### src/rtl/tt_sel_seq_pkg.sv
// tt_sel_seq shared types and defaults.
// State encoding, timer width and default phase lengths.
package tt_sel_seq_pkg;

  localparam int TMR_W          = 8;
  localparam int DEF_ADDR_W     = 10;
  localparam int DEF_N_ADDR     = 1024;
  localparam int DEF_RST_CYC    = 4;
  localparam int DEF_PULSE_CYC  = 2;
  localparam int DEF_SETTLE_CYC = 3;

  typedef enum logic [2:0] {
    ST_IDLE   = 3'd0,
    ST_RST    = 3'd1,
    ST_INC_HI = 3'd2,
    ST_INC_LO = 3'd3,
    ST_SETTLE = 3'd4,
    ST_DONE   = 3'd5
  } sel_st_e;

endpackage

### src/rtl/tt_sel_seq_if.sv
// Request/response bundle between host and selection sequencer.
// master = requester, slave = sequencer.
interface tt_sel_seq_if #(
  parameter int ADDR_W = 10
);
  logic              req_valid;
  logic [ADDR_W-1:0] req_addr;
  logic              req_ena;
  logic              req_ready;
  logic              done;
  logic              err;

  modport master (
    output req_valid, req_addr, req_ena,
    input  req_ready, done, err
  );

  modport slave (
    input  req_valid, req_addr, req_ena,
    output req_ready, done, err
  );
endinterface

### src/rtl/tt_sel_timer.sv
// Loadable down-counter shared by the reset, pulse and settle phases.
// Stops at zero; a load of N-1 gives an N-cycle phase.
module tt_sel_timer
  import tt_sel_seq_pkg::*;
(
  input  logic             clk,
  input  logic             rst_n,
  input  logic             load,
  input  logic [TMR_W-1:0] load_val,
  output logic             zero
);

  logic [TMR_W-1:0] val;

  always_ff @(posedge clk or negedge rst_n) begin
    if (!rst_n) begin
      val <= '0;
    end else if (load) begin
      val <= load_val;
    end else if (val != '0) begin
      val <= val - 1'b1;
    end
  end

  assign zero = (val == '0);

endmodule

### src/rtl/tt_sel_seq.sv
// Tiny Tapeout mux selection sequencer: reset, N inc pulses, settle, enable.
// Outputs are registered from the next state so they align with it.
module tt_sel_seq
  import tt_sel_seq_pkg::*;
#(
  parameter int ADDR_W     = DEF_ADDR_W,
  parameter int N_ADDR     = DEF_N_ADDR,
  parameter int RST_CYC    = DEF_RST_CYC,
  parameter int PULSE_CYC  = DEF_PULSE_CYC,
  parameter int SETTLE_CYC = DEF_SETTLE_CYC
) (
  input  logic              clk,
  input  logic              rst_n,
  tt_sel_seq_if.slave       bus,
  output logic              sel_rst_n,
  output logic              sel_inc,
  output logic              ena,
  output logic [ADDR_W-1:0] cur_addr,
  output logic              cur_valid
);

  localparam logic [TMR_W-1:0] RST_LD =
    TMR_W'(RST_CYC - 1);
  localparam logic [TMR_W-1:0] PULSE_LD =
    TMR_W'(PULSE_CYC - 1);
  localparam logic [TMR_W-1:0] SETTLE_LD =
    TMR_W'((SETTLE_CYC == 0) ? 0 : SETTLE_CYC - 1);

  sel_st_e state, state_n;

  logic [ADDR_W-1:0] cnt, cnt_n;
  logic [ADDR_W-1:0] tgt_addr;
  logic              tgt_ena;
  logic [ADDR_W-1:0] fin_addr;
  logic              fin_ena;
  logic              oor;
  logic              range_err;
  logic              tmr_load;
  logic [TMR_W-1:0]  tmr_ld_val;
  logic              tmr_zero;

  tt_sel_timer u_tmr (
    .clk      (clk),
    .rst_n    (rst_n),
    .load     (tmr_load),
    .load_val (tmr_ld_val),
    .zero     (tmr_zero)
  );

  assign oor = {1'b0, bus.req_addr} >= (ADDR_W+1)'(N_ADDR);

  always_comb begin
    state_n    = state;
    cnt_n      = cnt;
    tmr_load   = 1'b0;
    tmr_ld_val = '0;
    range_err  = 1'b0;
    unique case (state)
      ST_IDLE: begin
        if (bus.req_valid) begin
          if (oor) begin
            range_err = 1'b1;
          end else if (cur_valid &&
                       bus.req_addr == cur_addr) begin
            state_n = ST_DONE;
          end else begin
            state_n    = ST_RST;
            tmr_load   = 1'b1;
            tmr_ld_val = RST_LD;
            cnt_n      = bus.req_addr;
          end
        end
      end
      ST_RST: begin
        if (tmr_zero) begin
          if (cnt == '0) begin
            if (SETTLE_CYC == 0) begin
              state_n = ST_DONE;
            end else begin
              state_n    = ST_SETTLE;
              tmr_load   = 1'b1;
              tmr_ld_val = SETTLE_LD;
            end
          end else begin
            state_n    = ST_INC_HI;
            tmr_load   = 1'b1;
            tmr_ld_val = PULSE_LD;
          end
        end
      end
      ST_INC_HI: begin
        if (tmr_zero) begin
          state_n    = ST_INC_LO;
          tmr_load   = 1'b1;
          tmr_ld_val = PULSE_LD;
        end
      end
      ST_INC_LO: begin
        if (tmr_zero) begin
          if (cnt != '0) begin
            cnt_n = cnt - 1'b1;
          end
          if (cnt <= ADDR_W'(1)) begin
            if (SETTLE_CYC == 0) begin
              state_n = ST_DONE;
            end else begin
              state_n    = ST_SETTLE;
              tmr_load   = 1'b1;
              tmr_ld_val = SETTLE_LD;
            end
          end else begin
            state_n    = ST_INC_HI;
            tmr_load   = 1'b1;
            tmr_ld_val = PULSE_LD;
          end
        end
      end
      ST_SETTLE: begin
        if (tmr_zero) begin
          state_n = ST_DONE;
        end
      end
      ST_DONE: begin
        state_n = ST_IDLE;
      end
      default: begin
        state_n = ST_IDLE;
      end
    endcase
  end

  // Fast path reaches DONE straight from IDLE, before the capture lands.
  always_comb begin
    fin_ena  = tgt_ena;
    fin_addr = tgt_addr;
    if (state == ST_IDLE) begin
      fin_ena  = bus.req_ena;
      fin_addr = bus.req_addr;
    end
  end

  always_ff @(posedge clk or negedge rst_n) begin
    if (!rst_n) begin
      state    <= ST_IDLE;
      cnt      <= '0;
      tgt_addr <= '0;
      tgt_ena  <= 1'b0;
    end else begin
      state <= state_n;
      cnt   <= cnt_n;
      if (state == ST_IDLE && bus.req_valid && !oor) begin
        tgt_addr <= bus.req_addr;
        tgt_ena  <= bus.req_ena;
      end
    end
  end

  always_ff @(posedge clk or negedge rst_n) begin
    if (!rst_n) begin
      bus.req_ready <= 1'b1;
      bus.done      <= 1'b0;
      bus.err       <= 1'b0;
      sel_rst_n     <= 1'b0;
      sel_inc       <= 1'b0;
      ena           <= 1'b0;
      cur_addr      <= '0;
      cur_valid     <= 1'b0;
    end else begin
      bus.req_ready <= (state_n == ST_IDLE);
      bus.done      <= (state_n == ST_DONE);
      bus.err       <= range_err;
      sel_inc       <= (state_n == ST_INC_HI);
      if (state_n == ST_RST) begin
        sel_rst_n <= 1'b0;
        ena       <= 1'b0;
        cur_valid <= 1'b0;
      end else if (state == ST_RST) begin
        sel_rst_n <= 1'b1;
      end
      if (state_n == ST_DONE) begin
        ena       <= fin_ena;
        cur_addr  <= fin_addr;
        cur_valid <= 1'b1;
      end
    end
  end

endmodule

### src/flat_wrapper.sv
// flat-port wrapper written by rule: the top's interface ports become plain ports
module tt_sel_seq_flat import tt_sel_seq_pkg::*;
#(
  parameter int ADDR_W     = DEF_ADDR_W,
  parameter int N_ADDR     = DEF_N_ADDR,
  parameter int RST_CYC    = DEF_RST_CYC,
  parameter int PULSE_CYC  = DEF_PULSE_CYC,
  parameter int SETTLE_CYC = DEF_SETTLE_CYC
)
  (clk, rst_n, sel_rst_n, sel_inc, ena, cur_addr, cur_valid, bus_req_valid, bus_req_addr, bus_req_ena, bus_req_ready, bus_done, bus_err);
  tt_sel_seq_if #(.ADDR_W(ADDR_W)) bus_i ();
  input  logic clk;
  input  logic rst_n;
  output logic sel_rst_n;
  output logic sel_inc;
  output logic ena;
  output logic [ADDR_W-1:0] cur_addr;
  output logic cur_valid;
  input wire logic [$bits(bus_i.req_valid)-1:0] bus_req_valid;
  input wire logic [$bits(bus_i.req_addr)-1:0] bus_req_addr;
  input wire logic [$bits(bus_i.req_ena)-1:0] bus_req_ena;
  output wire logic [$bits(bus_i.req_ready)-1:0] bus_req_ready;
  output wire logic [$bits(bus_i.done)-1:0] bus_done;
  output wire logic [$bits(bus_i.err)-1:0] bus_err;
  assign bus_i.req_valid = bus_req_valid;
  assign bus_i.req_addr = bus_req_addr;
  assign bus_i.req_ena = bus_req_ena;
  assign bus_req_ready = bus_i.req_ready;
  assign bus_done = bus_i.done;
  assign bus_err = bus_i.err;
  tt_sel_seq #(.ADDR_W(ADDR_W), .N_ADDR(N_ADDR), .RST_CYC(RST_CYC), .PULSE_CYC(PULSE_CYC), .SETTLE_CYC(SETTLE_CYC)) u_core (.clk(clk), .rst_n(rst_n), .bus(bus_i), .sel_rst_n(sel_rst_n), .sel_inc(sel_inc), .ena(ena), .cur_addr(cur_addr), .cur_valid(cur_valid));
endmodule
### config.mk
export PLATFORM = sky130hd
export DESIGN_NAME = tt_sel_seq_flat
export DESIGN_NICKNAME = d
export VERILOG_FILES = /design/src/rtl/tt_sel_seq_pkg.sv /design/src/rtl/tt_sel_seq_if.sv /design/src/rtl/tt_sel_timer.sv /design/src/rtl/tt_sel_seq.sv /design/src/flat_wrapper.sv
export SDC_FILE = /design/constraint.sdc
export NUM_CORES = 1
export LEC_CHECK = 0
export ABC_CLOCK_PERIOD_IN_PS = 6250
export BUFFER_PORTS_ARGS = -buffer_cell sky130_fd_sc_hd__buf_2
export CAP_MARGIN = 0
export CORE_UTILIZATION = 55
export DETAILED_ROUTE_END_ITERATION = 10
export GPL_ROUTABILITY_DRIVEN = 0
export GPL_TIMING_DRIVEN = 0
export PLACE_DENSITY_LB_ADDON = 0.3
export RECOVER_POWER = 100
export SKIP_LAST_GASP = 1
export SYNTH_ARGS = -nofsm -noshare
export SYNTH_HDL_FRONTEND = slang
export SYNTH_HIERARCHICAL = 1
export SYNTH_SLANG_ARGS = --single-unit
export TNS_END_PERCENT = 50
### constraint.sdc
create_clock -name clk -period 6.25 [get_ports clk]
set_clock_uncertainty 0.2 [all_clocks]
set_input_delay 0.9375 -clock clk [delete_from_list [all_inputs] [get_ports clk]]
set_output_delay 0.9375 -clock clk [all_outputs]
set_load 0.02 [all_outputs]
======== Word-level counts from Yosys, hierarchy flattened ========
Cells that the tools add are included.
storage, ports and cells
  input port bits ......................... 14
  logic and storage cells ................. 76
  output and inout port bits .............. 17
  flip-flop bits (word level) ............. 48
cells by class
  eq/ne operators ......................... 12
  $add $sub $neg .......................... 2
  reduce and logical (&&, ||, !) cells .... 14
  order comparisons ....................... 1
  mux-type cells .......................... 35
operators with widths
  operator                 count
  $mux W10                 5
  $mux W8                  5
  $pmux W8 S4              1
  $mux W3                  8
  $pmux W10 S2             1
  $pmux W3 S5              1
  $eq A10 B10 Y1           1
  $le A10 B1 Y1 const B    1
  $logic_not A10 Y1        1
  $mux W1                  10
  $reduce_bool A10 Y1      1
  $sub A10 B1 Y10 const B  1
  $eq A3 B2 Y1 const B     3
  $logic_not A8 Y1         1
  $reduce_bool A2 Y1       4
  $reduce_bool A8 Y1       1
  $sub A8 B1 Y8 const B    1
  $eq A3 B1 Y1 const B     2
  $eq A3 B3 Y1 const B     2
  $logic_not A3 Y1         2
  $mux W2                  3
  $reduce_and A5 Y1        1
  $ne A2 B1 Y1 const B     2
  $ne A2 B2 Y1 const B     2
  3 further kinds          4

======== Logic depth before layout (Yosys ltp) ========
  depth in word-level cells ............... 8
  depth in mapped cells ................... 11
  depth with buffers taken out ............ 9

======== Cells and area by module ========
The synthesis kept the hierarchy.
modules (own cells, without submodules)
  module        sequential area each (µm²)  cells each  area each (µm²)  times used
  tt_sel_seq    1002.2                      208         2242.2           1
  tt_sel_timer  200.2                       54          488.0            1

======== Worst setup path before layout ========
No wires, ideal clock.
  path type ............................... in2reg
  start point ............................. input bus_req_addr[9]
  end point ............................... register u_core.u_tmr.val[0]
  arrival time ............................ 2682 ps
  setup time .............................. 123 ps
  required time ........................... 5927 ps
  path buffers ............................ 2
  stages .................................. 9
  slack ................................... 3245 ps
  path through ............................ xor2_1 -> nor4_1 -> a31oi_1 -> clkbuf_1 -> o21bai_1 -> inv_1 -> clkbuf_1 -> nand4_1 -> o221a_2
on the way
  longest elaborated chain between the ends .. 6
  elaborated cells between the ends (all ways) .. 10
  those cells by class .................... eq/ne (1); mux (7); reduce/logical (2)
RTL lines
  item                                                  line                source
  start: declaration                                    flat_wrapper.sv:20  input wire logic [$bits(bus_i.req_addr)-1:0] bus_req_addr;
  $eq A10 B10 Y1 (*)                                    tt_sel_seq.sv:64    bus.req_addr == cur_addr) begin
  $logic_and A1 B1 Y1 (*)                               tt_sel_seq.sv:63    end else if (cur_valid &&
  $mux W1 (*)                                           tt_sel_seq.sv:63
  $mux W1 (*)                                           tt_sel_seq.sv:60    if (bus.req_valid) begin
  $pmux W1 S2 (*)                                       tt_sel_seq.sv:58    unique case (state)
  via u_core.tmr_load                                   tt_sel_seq.sv:38    logic tmr_load;
  $mux W8 / $reduce_bool A2 Y1 (equally long branches)  --
  end signal: assignment                                tt_sel_timer.sv:19  val <= load_val;
  end signal: assignment                                tt_sel_timer.sv:21  val <= val - 1'b1;
  end: declaration                                      tt_sel_timer.sv:13  logic [TMR_W-1:0] val;
The timed path passes the listed nets; every way through them passes the cells marked *.
A chain may end at the register's enable or synchronous reset.

======== Final worst setup path ========
  start point ............................. register u_core.u_tmr.val[3]
  end point ............................... register u_core.u_tmr.val[5]
on the way
  longest elaborated chain between the ends .. 4
  elaborated cells between the ends (all ways) .. 8
  those cells by class .................... add/sub (1); mux (4); reduce/logical (3)
RTL lines
  item                                                  line                source
  $logic_not A8 Y1 (*)                                  tt_sel_timer.sv:25  assign zero = (val == '0);
  via u_core.tmr_zero                                   tt_sel_seq.sv:40    logic tmr_zero;
  $mux W1 (*)                                           tt_sel_seq.sv:92    if (tmr_zero) begin
  $pmux W1 S2 (*)                                       tt_sel_seq.sv:58
  via u_core.tmr_load                                   tt_sel_seq.sv:38
  $mux W8 / $reduce_bool A2 Y1 (equally long branches)  --
The timed path passes the listed nets; every way through them passes the cells marked *. The select of a mux whose other input is x is not followed.

==> impl_metrics.env <==
export IMPL_die_h_um=72.5
export IMPL_vdd_drop_max_uv=179
export IMPL_synth_area_um2=2730
export IMPL_start_util_pct=57.4
export IMPL_grt_pass1_vias=2096
export IMPL_ys_warn_count=6
export IMPL_crit_fanout=10
export IMPL_crit_type="reg2reg"
export IMPL_yosysUniqueCellTypes=54
export IMPL_ios=31
export IMPL_worst_path_most_repeated_cell="clkbuf_1"
export IMPL_grt_usage_pct=24.8
export IMPL_cp_end_kind="flip-flop"
export IMPL_rsz0062_at_grt="false"
export IMPL_worstHoldEndpoint="u_core/tgt_addr[9]"
export IMPL_cts_sinks=48
export IMPL_worst_slew_pin_slew_ns=2.59
export IMPL_port_buffers=29
export IMPL_dp_hpwl_mm=4.05
export IMPL_maxCapViolCount=1
export IMPL_max_stage_delay_ns=0.64
export IMPL_setup_viol=0
export IMPL_relSlewSlack_pct=-72.7
export IMPL_drt_iter0_markers=112
export IMPL_finalCriticalPeriod_ns=3.62
export IMPL_wl_per_cell_um=15.2
export IMPL_critPathLaunchType="flip-flop"
export IMPL_vias=2118
export IMPL_slew_viol_final=49
export IMPL_min_from="u_core/tgt_addr[9]"
export IMPL_ctsResizeCount=0
export IMPL_post_cts_setup_buffer_count=0
export IMPL_row_count=25
export IMPL_final_cells=372
export IMPL_die_x_um=72.5
export IMPL_antennaDiodeCount=0
export IMPL_timing_setup_tns_ns=0
export IMPL_drt_wl_total_mm=5.65
export IMPL_r2r_setup_slack_ns=2.63
export IMPL_crit_chain="clkbuf_1, or4_1, nor3_1, clkbuf_1, nand2b_1, o21bai_1, inv_1, clkbuf_1, a221oi_1"
export IMPL_dp_cells=364
export IMPL_fmax_mhz=277
export IMPL_drive_gt1_share_pct=22.3
export IMPL_cts_max_path_buffers=2
export IMPL_final_antenna_net_count=0
export IMPL_regArea_um2=1200
export IMPL_multi_input_area_um2=1380
export IMPL_cts_clk_slew_worst_paths_ns=0.09
export IMPL_ys_seq_area_share_pct=44.0
export IMPL_required_ns=6.26
export IMPL_syn_avg_cell_area_um2=10.4
export IMPL_area_growth_syn_to_layout_pct=10.4
export IMPL_ys_async_sr_fraction_pct=100
export IMPL_slowest_stage="or4_1"
export IMPL_cellPowerDensity_nw_per_um2=380
export IMPL_syn_inst=262
export IMPL_clk_latency_ns=0.31
export IMPL_root_buffer="clkbuf_8"
export IMPL_synth_seq_cells=48
export IMPL_core_area_um2=4750
export IMPL_drc_errors=0
export IMPL_r2r_end="u_core/u_tmr/val[5]"
export IMPL_worstPathArrival_ns=3.63
export IMPL_final_core_util_pct=63.4
export IMPL_grt_pass1_wl_mm=10.1
export IMPL_synth_edf_count=0
export IMPL_hold_class="reg2reg"
export IMPL_synth_flop_cell="dfrtp_1"
export IMPL_cts_tree="built"
export IMPL_status="finished, violations left"
export IMPL_vias_per_cell=5.69
export IMPL_ff2ff_path_depth=9
export IMPL_cts_buffers=5
export IMPL_antenna_found_initial=0
export IMPL_first_pass_iters=4
export IMPL_nets=322
export IMPL_dieArea_um2=5250
export IMPL_post_route_period_util_pct=57.9
export IMPL_hold_violations=0
export IMPL_h_tree_depth=2
export IMPL_fillCellCount=415
export IMPL_r2r_start="u_core/u_tmr/val[3]"
export IMPL_leakagePower_nw=1.32
export IMPL_overflow=0
export IMPL_cts_hold_buf=0
export IMPL_grt_max_degree=49
export IMPL_violations="max-capacitance violations, max-slew violations"
export IMPL_holdPathStages=1
stage by stage:
stage,setup WS [ns],hold WS (ns),area [um2],power (mW)
after global routing,2.32,0.338,3010,1.24
final,2.63,0.312,3010,1.15
after CTS,2.70,0.314,3080,1.16
after detailed placement,2.37,0.293,2980,0.965
after global placement,2.42,0.284,2980,0.944
after floorplan,3.25,0.273,2750,0.853
sequential cells by signal, summed over array words and instances, names as in the netlist:
name,cells
u_core/cnt,10
u_core/cur_addr,10
u_core/tgt_addr,10
u_core/u_tmr/val,8
u_core/state,3
u_core/bus.done,1
u_core/bus.req_ready,1
u_core/cur_valid,1
u_core/ena,1
u_core/sel_inc,1
u_core/sel_rst_n,1
u_core/tgt_ena,1
logic make-up after synthesis:
family	synth area share, %
and+or+nand+nor	15.9
adders and majority gates	1.83
DFF	44.0
buffers and inverters	5.45
muxes	14.0
other	0.137
xor gates and xnor gates	3.53
AOI/OAI and AO/OA	15.2
power by group:
group / internal [mW] / switching, mW
registers: 0.416 / 0.0885
logic: 0.212 / 0.234
clock network: 0.0896 / 0.106
total: 0.718 / 0.429
worst max-delay path by stage:
stage	from	end	slack [ns]	depth (start not counted)
global placement	bus_req_addr[9]	u_core/u_tmr/val[0]	2.42	10
CTS	bus_req_addr[9]	u_core/u_tmr/val[0]	2.70	10
global route	u_core/u_tmr/val[3]	u_core/u_tmr/val[5]	2.32	9
finish	u_core/u_tmr/val[3]	u_core/u_tmr/val[5]	2.63	9
floorplan	bus_req_addr[9]	u_core/u_tmr/val[0]	3.25	9
detailed placement	bus_req_addr[9]	u_core/u_tmr/val[0]	2.37	10
worst max-delay path, delay by kind of cell, from the launching register on:
family / cells / cell delay, ns
and+or+nand+nor: 3 / 1.22
buffers and inverters: 4 / 0.96
AOI/OAI and AO/OA: 2 / 0.77
DFF: 1 / 0.37
final cells by class:
cell class	count	area share (%)
Buffer	14	2.53
Clock buffer	6	2.74
Clock inverter	2	0.498
Inverter	12	1.50
Multi-Input combinational cell	194	45.9
Sequential cell	48	39.9
Tap cell	67	2.78
Timing Repair Buffer	29	4.11
synthesized netlist by cell type (3+ instances only):
cell type / n / area (um2)
a21oi_1: 11 / 55.1
a2bb2oi_1: 5 / 43.8
a31oi_1: 9 / 56.3
and2_1: 4 / 25.0
clkbuf_1: 6 / 22.5
clkbuf_8: 3 / 41.3
dfrtp_1: 47 / 1180
ha_1: 4 / 50.1
inv_1: 12 / 45.0
mux2_2: 33 / 372
nand2_1: 10 / 37.5
nor2_1: 20 / 75.1
nor2b_1: 3 / 18.8
nor3_1: 12 / 60.1
nor3b_1: 3 / 22.5
nor4_1: 4 / 25.0
o21ai_0: 9 / 45.0
o22ai_1: 8 / 50.1
o2bb2ai_1: 4 / 35.0
o31ai_1: 3 / 22.5
xnor2_1: 4 / 35.0
xor2_1: 7 / 61.3
cell usage in the layout (no fill, tap or decap), types with 9 or more instances in the layout:
| master | synthesis | routed |
|---|---|---|
| a21oi_1 | 11 | 11 |
| o21ai_0 | 9 | 9 |
| a31oi_1 | 9 | 9 |
| nor3_1 | 12 | 13 |
| nand2_1 | 10 | 10 |
| dfrtp_1 | 47 | 47 |
| mux2_2 | 33 | 33 |
| inv_1 | 12 | 12 |
| clkbuf_1 | 6 | 28 |
| buf_2 | 2 | 12 |
| nor2_1 | 20 | 21 |
routing by layer:
metal / vias up / global-route usage (%) / routed length [um]
met2: 53 / 39.9 / 2670
met1: 1023 / 33.4 / 2660
met5: - / 0 / 0
met3: 10 / 5.00 / 214
met4: 0 / 8.71 / 108
li1: 1032 / - / -
(Power assumes the default switching activity.)
